$ cat src/rtl/uart_rx_param_pkg.sv
// Shared definitions for the MiniUart receiver: FSM state encoding and
// sample-point helpers common to the receive datapath and its FIFO sizing.
package uart_rx_param_pkg;

  typedef enum logic [2:0] {
    ST_IDLE      = 3'd0,
    ST_START     = 3'd1,
    ST_DATA      = 3'd2,
    ST_PARITY    = 3'd3,
    ST_STOP      = 3'd4,
    ST_WAIT_IDLE = 3'd5
  } rx_state_e;

  // Centre sample of a bit; the vote uses HALF-1, HALF and HALF+1.
  function automatic int half_point(input int os);
    return os / 2;
  endfunction

  function automatic int fifo_cnt_w(input int depth);
    return $clog2(depth) + 1;
  endfunction

  function automatic logic maj3(input logic a, input logic b, input logic c);
    return (a & b) | (a & c) | (b & c);
  endfunction

endpackage

$ cat src/rtl/uart_rx_param_if.sv
// CPU-side view of the receiver: pop/clear strobes in, head entry and status out.
interface uart_rx_param_if
  import uart_rx_param_pkg::*;
#(
  parameter int DATA_BITS  = 8,
  parameter int FIFO_DEPTH = 4
);
  localparam int CNT_W = fifo_cnt_w(FIFO_DEPTH);

  logic                 rd;
  logic                 err_clr;
  logic [DATA_BITS-1:0] d_out;
  logic                 pe;
  logic                 fe;
  logic                 rs;
  logic                 overrun;
  logic [CNT_W-1:0]     count;
  logic                 irq;

  modport master (
    output rd, err_clr,
    input  d_out, pe, fe, rs, overrun, count, irq
  );

  modport slave (
    input  rd, err_clr,
    output d_out, pe, fe, rs, overrun, count, irq
  );
endinterface

$ cat src/rtl/uart_rx_param_rx_fifo.sv
// Show-ahead receive FIFO: the head entry is always visible, reads as zero when empty.
module rx_fifo
  import uart_rx_param_pkg::*;
#(
  parameter int W     = 10,
  parameter int DEPTH = 4
) (
  input  logic                       clk,
  input  logic                       rst_n,
  input  logic                       push_i,
  input  logic [W-1:0]               wdata_i,
  input  logic                       rd_i,
  output logic [W-1:0]               rdata_o,
  output logic [fifo_cnt_w(DEPTH)-1:0] count_o,
  output logic                       empty_o,
  output logic                       full_o
);
  localparam int AW = $clog2(DEPTH);
  localparam int CW = fifo_cnt_w(DEPTH);

  logic [W-1:0]  mem_q [DEPTH];
  logic [AW-1:0] wptr_q, rptr_q;
  logic [CW-1:0] count_q, count_d;
  logic          pop, wr;

  assign empty_o = (count_q == '0);
  assign full_o  = (count_q == CW'(DEPTH));
  assign pop     = rd_i & ~empty_o;
  // A full FIFO still accepts a write when the same cycle frees the head slot.
  assign wr      = push_i & (~full_o | pop);

  always_comb begin
    count_d = count_q;
    unique case ({wr, pop})
      2'b10:   count_d = count_q + CW'(1);
      2'b01:   count_d = count_q - CW'(1);
      default: count_d = count_q;
    endcase
  end

  always_ff @(posedge clk or negedge rst_n) begin
    if (!rst_n) begin
      wptr_q  <= '0;
      rptr_q  <= '0;
      count_q <= '0;
    end else begin
      if (wr)  wptr_q <= wptr_q + AW'(1);
      if (pop) rptr_q <= rptr_q + AW'(1);
      count_q <= count_d;
    end
  end

  always_ff @(posedge clk) begin
    if (wr) mem_q[wptr_q] <= wdata_i;
  end

  assign rdata_o = empty_o ? '0 : mem_q[rptr_q];
  assign count_o = count_q;

endmodule

$ cat src/rtl/uart_rx_param.sv
// MiniUart receiver: synchronised, oversampled RxD framing with 3-point majority
// vote, parity/framing checks and a show-ahead character FIFO with overrun flag.
module uart_rx_param
  import uart_rx_param_pkg::*;
#(
  parameter int DATA_BITS  = 8,
  parameter int OVERSAMPLE = 8,
  parameter int PARITY_EN  = 0,
  parameter int PARITY_ODD = 0,
  parameter int STOP_BITS  = 1,
  parameter int FIFO_DEPTH = 4
) (
  input  logic            clk,
  input  logic            rst_n,
  input  logic            en_rx,
  input  logic            rxd,
  uart_rx_param_if.slave  bus
);
  localparam int   CW     = $clog2(OVERSAMPLE);
  localparam int   H      = half_point(OVERSAMPLE);
  localparam int   BW     = 4;
  localparam int   EW     = DATA_BITS + 2;
  localparam int   NW     = fifo_cnt_w(FIFO_DEPTH);
  localparam logic ODD_B  = (PARITY_ODD != 0);

  logic [1:0]           sync_q;
  logic                 rxd_s;
  rx_state_e            state_q;
  logic [CW-1:0]        cnt_q;
  logic [BW-1:0]        bit_q;
  logic [DATA_BITS-1:0] shift_q;
  logic [1:0]           smp_q;
  logic                 pe_q, fe_q, irq_q, overrun_q, overrun_d;
  logic                 vote, at_mid, at_end, last_stop, fe_w;
  logic                 push_w, push_ok, drop, full, empty;
  logic [EW-1:0]        head;
  logic [NW-1:0]        count;

  always_ff @(posedge clk or negedge rst_n) begin
    if (!rst_n) sync_q <= 2'b11;
    else        sync_q <= {sync_q[0], rxd};
  end
  assign rxd_s = sync_q[1];

  assign vote      = maj3(smp_q[1], smp_q[0], rxd_s);
  assign at_mid    = (cnt_q == CW'(H + 1));
  assign at_end    = (cnt_q == CW'(OVERSAMPLE - 1));
  assign last_stop = (bit_q == BW'(STOP_BITS - 1));
  assign fe_w      = fe_q | ~vote;
  assign push_w    = en_rx & (state_q == ST_STOP) & at_mid & last_stop;
  // When full, a same-cycle rd always pops (full implies non-empty).
  assign drop      = push_w & full & ~bus.rd;
  assign push_ok   = push_w & ~drop;
  assign overrun_d = (overrun_q & ~bus.err_clr) | drop;

  always_ff @(posedge clk or negedge rst_n) begin
    if (!rst_n) begin
      state_q <= ST_IDLE;
      cnt_q   <= '0;
      bit_q   <= '0;
      pe_q    <= 1'b0;
      fe_q    <= 1'b0;
      irq_q   <= 1'b0;
    end else begin
      irq_q <= push_ok;
      if (en_rx) begin
        unique case (state_q)
          ST_IDLE: begin
            if (!rxd_s) begin
              state_q <= ST_START;
              cnt_q   <= '0;
            end
          end
          ST_START: begin
            cnt_q <= cnt_q + CW'(1);
            if (at_mid && vote) begin
              state_q <= ST_IDLE;
            end else if (at_end) begin
              cnt_q   <= '0;
              bit_q   <= '0;
              pe_q    <= 1'b0;
              fe_q    <= 1'b0;
              state_q <= ST_DATA;
            end
          end
          ST_DATA: begin
            cnt_q <= cnt_q + CW'(1);
            if (at_end) begin
              cnt_q <= '0;
              if (bit_q == BW'(DATA_BITS - 1)) begin
                bit_q   <= '0;
                state_q <= (PARITY_EN != 0) ? ST_PARITY : ST_STOP;
              end else begin
                bit_q <= bit_q + BW'(1);
              end
            end
          end
          ST_PARITY: begin
            cnt_q <= cnt_q + CW'(1);
            if (at_mid) pe_q <= (^shift_q) ^ vote ^ ODD_B;
            if (at_end) begin
              cnt_q   <= '0;
              state_q <= ST_STOP;
            end
          end
          ST_STOP: begin
            cnt_q <= cnt_q + CW'(1);
            if (at_end) begin
              cnt_q <= '0;
              bit_q <= bit_q + BW'(1);
            end
            if (at_mid) begin
              fe_q <= fe_w;
              if (last_stop) state_q <= fe_w ? ST_WAIT_IDLE : ST_IDLE;
            end
          end
          ST_WAIT_IDLE: begin
            if (rxd_s) state_q <= ST_IDLE;
          end
          default: state_q <= ST_IDLE;
        endcase
      end
    end
  end

  // Sample and data shift registers carry no control meaning and need no reset.
  always_ff @(posedge clk) begin
    if (en_rx) begin
      if (cnt_q == CW'(H - 1)) smp_q[1] <= rxd_s;
      if (cnt_q == CW'(H))     smp_q[0] <= rxd_s;
      if (state_q == ST_DATA && at_mid) shift_q <= {vote, shift_q[DATA_BITS-1:1]};
    end
  end

  always_ff @(posedge clk or negedge rst_n) begin
    if (!rst_n) overrun_q <= 1'b0;
    else        overrun_q <= overrun_d;
  end

  rx_fifo #(
    .W     (EW),
    .DEPTH (FIFO_DEPTH)
  ) u_fifo (
    .clk     (clk),
    .rst_n   (rst_n),
    .push_i  (push_w),
    .wdata_i ({shift_q, pe_q, fe_w}),
    .rd_i    (bus.rd),
    .rdata_o (head),
    .count_o (count),
    .empty_o (empty),
    .full_o  (full)
  );

  assign bus.d_out   = head[EW-1:2];
  assign bus.pe      = head[1];
  assign bus.fe      = head[0];
  assign bus.rs      = ~empty;
  assign bus.count   = count;
  assign bus.overrun = overrun_q;
  assign bus.irq     = irq_q;

endmodule
$ cat src/flat_wrapper.sv
// flat-port wrapper written by rule: the top's interface ports become plain ports
module uart_rx_param_flat import uart_rx_param_pkg::*;
#(
  parameter int DATA_BITS  = 8,
  parameter int OVERSAMPLE = 8,
  parameter int PARITY_EN  = 0,
  parameter int PARITY_ODD = 0,
  parameter int STOP_BITS  = 1,
  parameter int FIFO_DEPTH = 4
)
  (clk, rst_n, en_rx, rxd, bus_rd, bus_err_clr, bus_d_out, bus_pe, bus_fe, bus_rs, bus_overrun, bus_count, bus_irq);
  uart_rx_param_if #(.DATA_BITS(DATA_BITS), .FIFO_DEPTH(FIFO_DEPTH)) bus_i ();
  input  logic clk;
  input  logic rst_n;
  input  logic en_rx;
  input  logic rxd;
  input wire logic [$bits(bus_i.rd)-1:0] bus_rd;
  input wire logic [$bits(bus_i.err_clr)-1:0] bus_err_clr;
  output wire logic [$bits(bus_i.d_out)-1:0] bus_d_out;
  output wire logic [$bits(bus_i.pe)-1:0] bus_pe;
  output wire logic [$bits(bus_i.fe)-1:0] bus_fe;
  output wire logic [$bits(bus_i.rs)-1:0] bus_rs;
  output wire logic [$bits(bus_i.overrun)-1:0] bus_overrun;
  output wire logic [$bits(bus_i.count)-1:0] bus_count;
  output wire logic [$bits(bus_i.irq)-1:0] bus_irq;
  assign bus_i.rd = bus_rd;
  assign bus_i.err_clr = bus_err_clr;
  assign bus_d_out = bus_i.d_out;
  assign bus_pe = bus_i.pe;
  assign bus_fe = bus_i.fe;
  assign bus_rs = bus_i.rs;
  assign bus_overrun = bus_i.overrun;
  assign bus_count = bus_i.count;
  assign bus_irq = bus_i.irq;
  uart_rx_param #(.DATA_BITS(DATA_BITS), .OVERSAMPLE(OVERSAMPLE), .PARITY_EN(PARITY_EN), .PARITY_ODD(PARITY_ODD), .STOP_BITS(STOP_BITS), .FIFO_DEPTH(FIFO_DEPTH)) u_core (.clk(clk), .rst_n(rst_n), .en_rx(en_rx), .rxd(rxd), .bus(bus_i));
endmodule
$ cat config.mk
export PLATFORM = sky130hd
export DESIGN_NAME = uart_rx_param_flat
export DESIGN_NICKNAME = d
export VERILOG_FILES = /design/src/rtl/uart_rx_param_pkg.sv /design/src/rtl/uart_rx_param_if.sv /design/src/rtl/uart_rx_param_rx_fifo.sv /design/src/rtl/uart_rx_param.sv /design/src/flat_wrapper.sv
export SDC_FILE = /design/constraint.sdc
export NUM_CORES = 1
export LEC_CHECK = 0
export CORE_AREA = 3 3 91 93
export CTS_BUF_LIST = sky130_fd_sc_hd__clkbuf_4 sky130_fd_sc_hd__clkbuf_8
export CTS_CLUSTER_SIZE = 30
export DETAILED_ROUTE_END_ITERATION = 7
export DIE_AREA = 0 0 94 96
export DONT_BUFFER_PORTS = 1
export SYNTH_ARGS = -nofsm -noshare
export SYNTH_HDL_FRONTEND = slang
export SYNTH_SLANG_ARGS = --single-unit
$ cat constraint.sdc
create_clock -name clk -period 2.8 [get_ports clk]
set_clock_uncertainty 0.05 [all_clocks]
set_input_delay 0.56 -clock clk [delete_from_list [all_inputs] [get_ports clk]]
set_output_delay 0.56 -clock clk [all_outputs]
set_load 0.01 [all_outputs]
Word-level counts from Yosys, hierarchy flattened
Memory sizes are Yosys's and may differ from the RTL's.
Cells that the tools add are included.
W data, S select, Z words.

storage, ports and cells
  register bits = 33
  bits of input ports = 6
  word-level logic and storage cells = 121
  memories = 1
  output and inout bits = 16
  memory bits (writable) = 40

memories
  name                 depth  bits a word  rd ports  clocked after Yosys merged registers in  write ports  RTL line                     text
  u_core.u_fifo.mem_q  4      10           1         0                                        1            uart_rx_param_rx_fifo.sv:21  logic [W-1:0] mem_q [DEPTH];

cells by class
  mux-type cells = 31
  equal/unequal tests = 25
  bitwise logic cells = 24
  add/sub/neg operators = 6
  reduce and logical (&&, ||, !) cells = 20

operators by type and width
  operator               count
  $mux W3                13
  $mux W4                5
  $eq A3 B3 Y1 const B   6
  $ne A2 B1 Y1 const B   9
  $pmux W3 S6            1
  $and A1 B1 Y1          12
  $pmux W4 S3            1
  $mux W10               1
  $reduce_and A5 Y1      2
  $eq A3 B2 Y1 const B   3
  $pmux W3 S3            1
  $reduce_and A9 Y1      1
  $reduce_xor A8 Y1      1
  $add A3 B1 Y3 const B  2
  $logic_not A3 Y1       2
  $mux W1                6
  $not A1 Y1             6
  $pmux W3 S2            1
  $reduce_and A2 Y1      3
  $reduce_and A6 Y1      1
  $reduce_bool A2 Y1     3
  $reduce_bool A3 Y1     2
  $or A1 B1 Y1           5
  $add A2 B1 Y2 const B  2
  other kinds (14)       17

Longest topological paths before layout
  word-level depth = 9
  depth in mapped cells = 13
  depth with buffers taken out = 12

By module
A second synthesis with hierarchy kept.

unflattened totals
  cell total of the unflattened synthesis = 251
  area total of the unflattened synthesis = 3548.4 um^2

by module, submodules not included
  module         cells each  sequential area each (um^2)  area each (um^2)  instances
  rx_fifo        117         1376.3                       2033.2            1
  uart_rx_param  134         703.2                        1515.2            1

Worst setup path before layout
Ideal clock, no wire load.

  kind = input-to-reg
  start point = in bus_rd
  end point = reg u_core.u_fifo.count_q[2] (netlist: u_core.u_fifo.count_o[2])
  data arrival time = 2.319 ns
  buffers on the path = 1
  setup time = 0.079 ns
  path slack = 0.351 ns
  data required time = 2.671 ns
  cell stages on the path = 10
  path through = or4b_1 nor2b_1 buf_2 inv_1 ha_1 inv_1 fa_1 xor2_1 nor2_1 xor2_1

between the ends
  longest elaborated chain between the ends = 5
  elaborated cells between the ends (all ways) = 7
  those cells by class = 2 x eq/ne; 1 x mux; 3 x bitwise; 1 x reduce/logical

ends and longest elaborated chain
  what                                               RTL line                     text
  start, declared                                    flat_wrapper.sv:17           input wire logic [$bits(bus_i.rd)-1:0] bus_rd;
  $and A1 B1 Y1 *                                    uart_rx_param_rx_fifo.sv:28  assign pop = rd_i & ~empty_o;
  $or A1 B1 Y1                                       uart_rx_param_rx_fifo.sv:30  assign wr = push_i & (~full_o | pop);
  $and A1 B1 Y1                                      uart_rx_param_rx_fifo.sv:30
  $eq A2 B1 Y1 or $eq A2 B2 Y1 (tied branches)       uart_rx_param_rx_fifo.sv:34  unique case ({wr, pop})
  $pmux W3 S2 or $reduce_bool A2 Y1 (tied branches)  n/a
  end signal, assigned                               uart_rx_param_rx_fifo.sv:49  count_q <= count_d;
  end, declared                                      uart_rx_param_rx_fifo.sv:23  logic [CW-1:0] count_q, count_d;

Mark *: on every way between the ends. The rest lies on a longest branch, timed or not.
A chain may end at the register's enable or synchronous reset.

Worst setup path in the final report
  start point = reg u_core.u_fifo.count_q[1] (netlist: u_core.u_fifo.count_o[1])
  end point = reg u_core.u_fifo.count_q[2] (netlist: u_core.u_fifo.count_o[2])

between the ends
  longest elaborated chain between the ends = 7
  elaborated cells between the ends (all ways) = 13
  those cells by class = 2 x add/sub; 3 x eq/ne; 1 x mux; 5 x bitwise; 2 x reduce/logical

ends and longest elaborated chain
  what                                               RTL line                     text
  $logic_not A3 Y1                                   uart_rx_param_rx_fifo.sv:26  assign empty_o = (count_q == '0);
  $not A1 Y1                                         uart_rx_param_rx_fifo.sv:28
  $and A1 B1 Y1                                      uart_rx_param_rx_fifo.sv:28
  $or A1 B1 Y1                                       uart_rx_param_rx_fifo.sv:30
  $and A1 B1 Y1                                      uart_rx_param_rx_fifo.sv:30
  $eq A2 B1 Y1 or $eq A2 B2 Y1 (tied branches)       uart_rx_param_rx_fifo.sv:34
  $pmux W3 S2 or $reduce_bool A2 Y1 (tied branches)  n/a

Parallel ways exist; a longest one is shown, timed or not.

==> run metrics <==
Top Ports=22; GPL Wtd Cong=0.8549; max frequency=420.8 MHz; Buffers on Ports=0; Max-slew headroom=27.60%; number of post-CTS setup repair buffers=0; GRT Util Overall=13.43%; CP Class=flop to flop; final slew viol count=0; post-synthesis sequential area ratio=62.08%; worst vdd ir=319.8 µV; Setup Total Neg Slack=0 ns; Placement Cell Area=3500 µm²; Die Width=94 µm; placed cell count=336; Synth area leaders=edfxtp_1 45%, dfrtp_1 16%, mux4_2 6.7%; Post-synth ARST share=31.51%; area share of the largest cell type after synthesis=44.83%; CTS max path bufs=2; Final nets=265; Worst Tran Pin Value=1.082 ns; worst path cell trace=or4b_1, nor2b_1, inv_1, ha_1, inv_1, fa_1, xor2_1, nor2_1, xor2_1; worst-path maximum fanout=5; H-tree level count=3; FF+latch count, synth=73; CTS tree=done; worst hold-check path type=primary input to flop; Post-synth top cells=50 x edfxtp_1, 21 x dfrtp_1, 20 x inv_1; DP HPWL=3.807 mm; Clock Pin Slew Worst Setup and Hold Paths=0.08 ns; total core area=7607 µm²; most frequent cell after synthesis=edfxtp_1; Syn. warnings=0; WL per Instance=16.01 µm; cells after synthesis=234; via count=1,844; die area=9024 µm²; Via-to-Cell Ratio=5.224; Starting Density=44.03%; Clock Tree Root=clkbuf_8; WP data required=3.02 ns; largest net degree at the start of global routing=24; Final setup viols=0; pwr/cell area=814.1 nW/µm²; minimum clock period=2.376 ns; post-route cell area=3756 µm²; Lkg Pwr=1.387 nW; # clock sinks=73; status=completed; first-pass GRT wire length=9.142 mm; Avg Cell Area, Syn=14.31 µm²; total congestion overflow=0; layout cell share with drive strength beyond 1=16.33%; Num CTS Buffers=9; ANT nets after route=0; Unique masters post-synth=53; Final Hold Fails=0; antenna cells=0; ys flop type=edfxtp_1; max_cap viols=0; synthesized area=3349 µm²; Clock Latency Late Sink=0.34 ns; DRC=0; leading area contributor after synthesis=edfxtp_1; Routed WL=5.650 mm; cell family with most CP delay=simple AND/OR/NAND/NOR gates; Crit path largest cell delay=0.58 ns; Critical Path Sink Type=flop; die height=96 µm; fin crit share=84.87%; slowest cell on the critical path=or4b_1; Final Non-Filler Cells=353; overall power=3.058 mW; Iteration-0 DRC Markers=72; drt pass-1 iters=4; vias in the first global route=1,837; WP buf/inv=2; RSZ-0062 raised after global routing=no; syn_nets=253; Area growth syn-to-layout=12.14%; initial antenna violation count=0; Rows=32; Critical Path AT=2.60 ns; crit path launch type=flop; Post-synth EDFFs=50
==> registers in the layout, summed over array words and instances (netlist names), 2 cells and up <==
signal	count
u_core.bit_q	4
u_core.u_fifo.count_o	3
u_core.shift_q	8
u_core.u_fifo.mem_q	40
u_core.state_q	3
u_core.u_fifo.wptr_q	2
u_core.u_fifo.rptr_q	2
u_core.smp_q	2
u_core.cnt_q	3
u_core.sync_q	2
==> worst reg2reg max path, stage by stage, from the launching register on <==
cell	delay, ns
dfrtp_1	0.46
or4b_1	0.58
nor2b_1	0.17
inv_1	0.05
ha_1	0.17
inv_1	0.06
fa_1	0.37
xor2_1	0.15
nor2_1	0.11
xor2_1	0.14
==> worst paths after layout <==
kind / slack [ns] / endpoint / start / cells after the start
max: 0.42 / u_core.u_fifo.count_o[2] / u_core.u_fifo.count_o[1] / 9
min: 0.16 / u_core.sync_q[0] / rxd / 0
max reg2reg: 0.42 / u_core.u_fifo.count_o[2] / u_core.u_fifo.count_o[1] / 9
min reg2reg: 0.31 / u_core.sync_q[1] / u_core.sync_q[0] / 0
max in group asynchronous: 1.23 / u_core.cnt_q[2] / rst_n / 1
min in group asynchronous: 0.82 / u_core.bus.irq / rst_n / 1
==> repair_timing <==
item | CTS | global route
gates resized for setup | 0 | 0
hold buffers | 1 | 0
hold endpoints to repair | 23 | 0
setup endpoints to repair | 0 | 0
==> where the power goes <==
group	total [mW]	internal [mW]	switching (mW)
Combinational	0.711	0.355	0.357
Sequential	1.34	1.23	0.113
Clock	1.01	0.607	0.399
==> routing by layer <==
layer  GRT usage (%)  wire [µm]  vias up
met1           18.27       2680      913
met4           4.693         38        0
met2           21.05       2719       35
met5               0          0        -
met3           3.440        211        4
li1                -          -      892
==> through the flow <==
step	util (%)	hold WS, ns	setup slack (ns)
after detailed placement	46.00	0.2151	0.3851
after floorplan	-	0.2144	0.3514
after global placement	46.00	0.2151	0.4181
after CTS	49.38	0.1481	0.4134
after global routing	49.38	0.1465	0.2866
final	49.38	0.1647	0.4237
==> area by class of cell <==
class / count / area, µm²
clock buffers: 10 / 131.4
clock inverters: 6 / 115.1
fillers: 676 / 3851
inverters: 20 / 75.07
multi-input cells: 134 / 1165
flip-flops and latches: 73 / 2079
well taps: 102 / 127.6
repair buffers: 8 / 62.56
==> logic make-up after synthesis <==
group / after synthesis / synth area share (%)
DFF: 73 / 62.08
and+or+nand+nor: 65 / 11.51
AOI/OAI and AO/OA: 29 / 6.463
buffers and inverters: 27 / 3.138
xor gates and xnor gates: 14 / 4.072
adders and majority gates: 14 / 5.379
muxes: 12 / 7.359
==> layout by cell type (no fill, tap or decap), drive strengths merged, types with 3 or more instances in the layout <==
master | netlist | routed
xnor2 | 10 | 10
nor2 | 9 | 9
inv | 20 | 21
buf | 4 | 7
and3 | 4 | 4
and2 | 19 | 19
or4b | 3 | 3
xor2 | 3 | 3
o21ai | 7 | 7
edfxtp | 50 | 50
nand3 | 4 | 4
dfrtp | 21 | 21
mux4 | 10 | 10
ha | 12 | 12
clkbuf | 3 | 10
bufinv | 0 | 3
nand4 | 6 | 6
nand2 | 10 | 10
o22ai | 3 | 3
No activity file was read; power rests on OpenSTA's default activity.
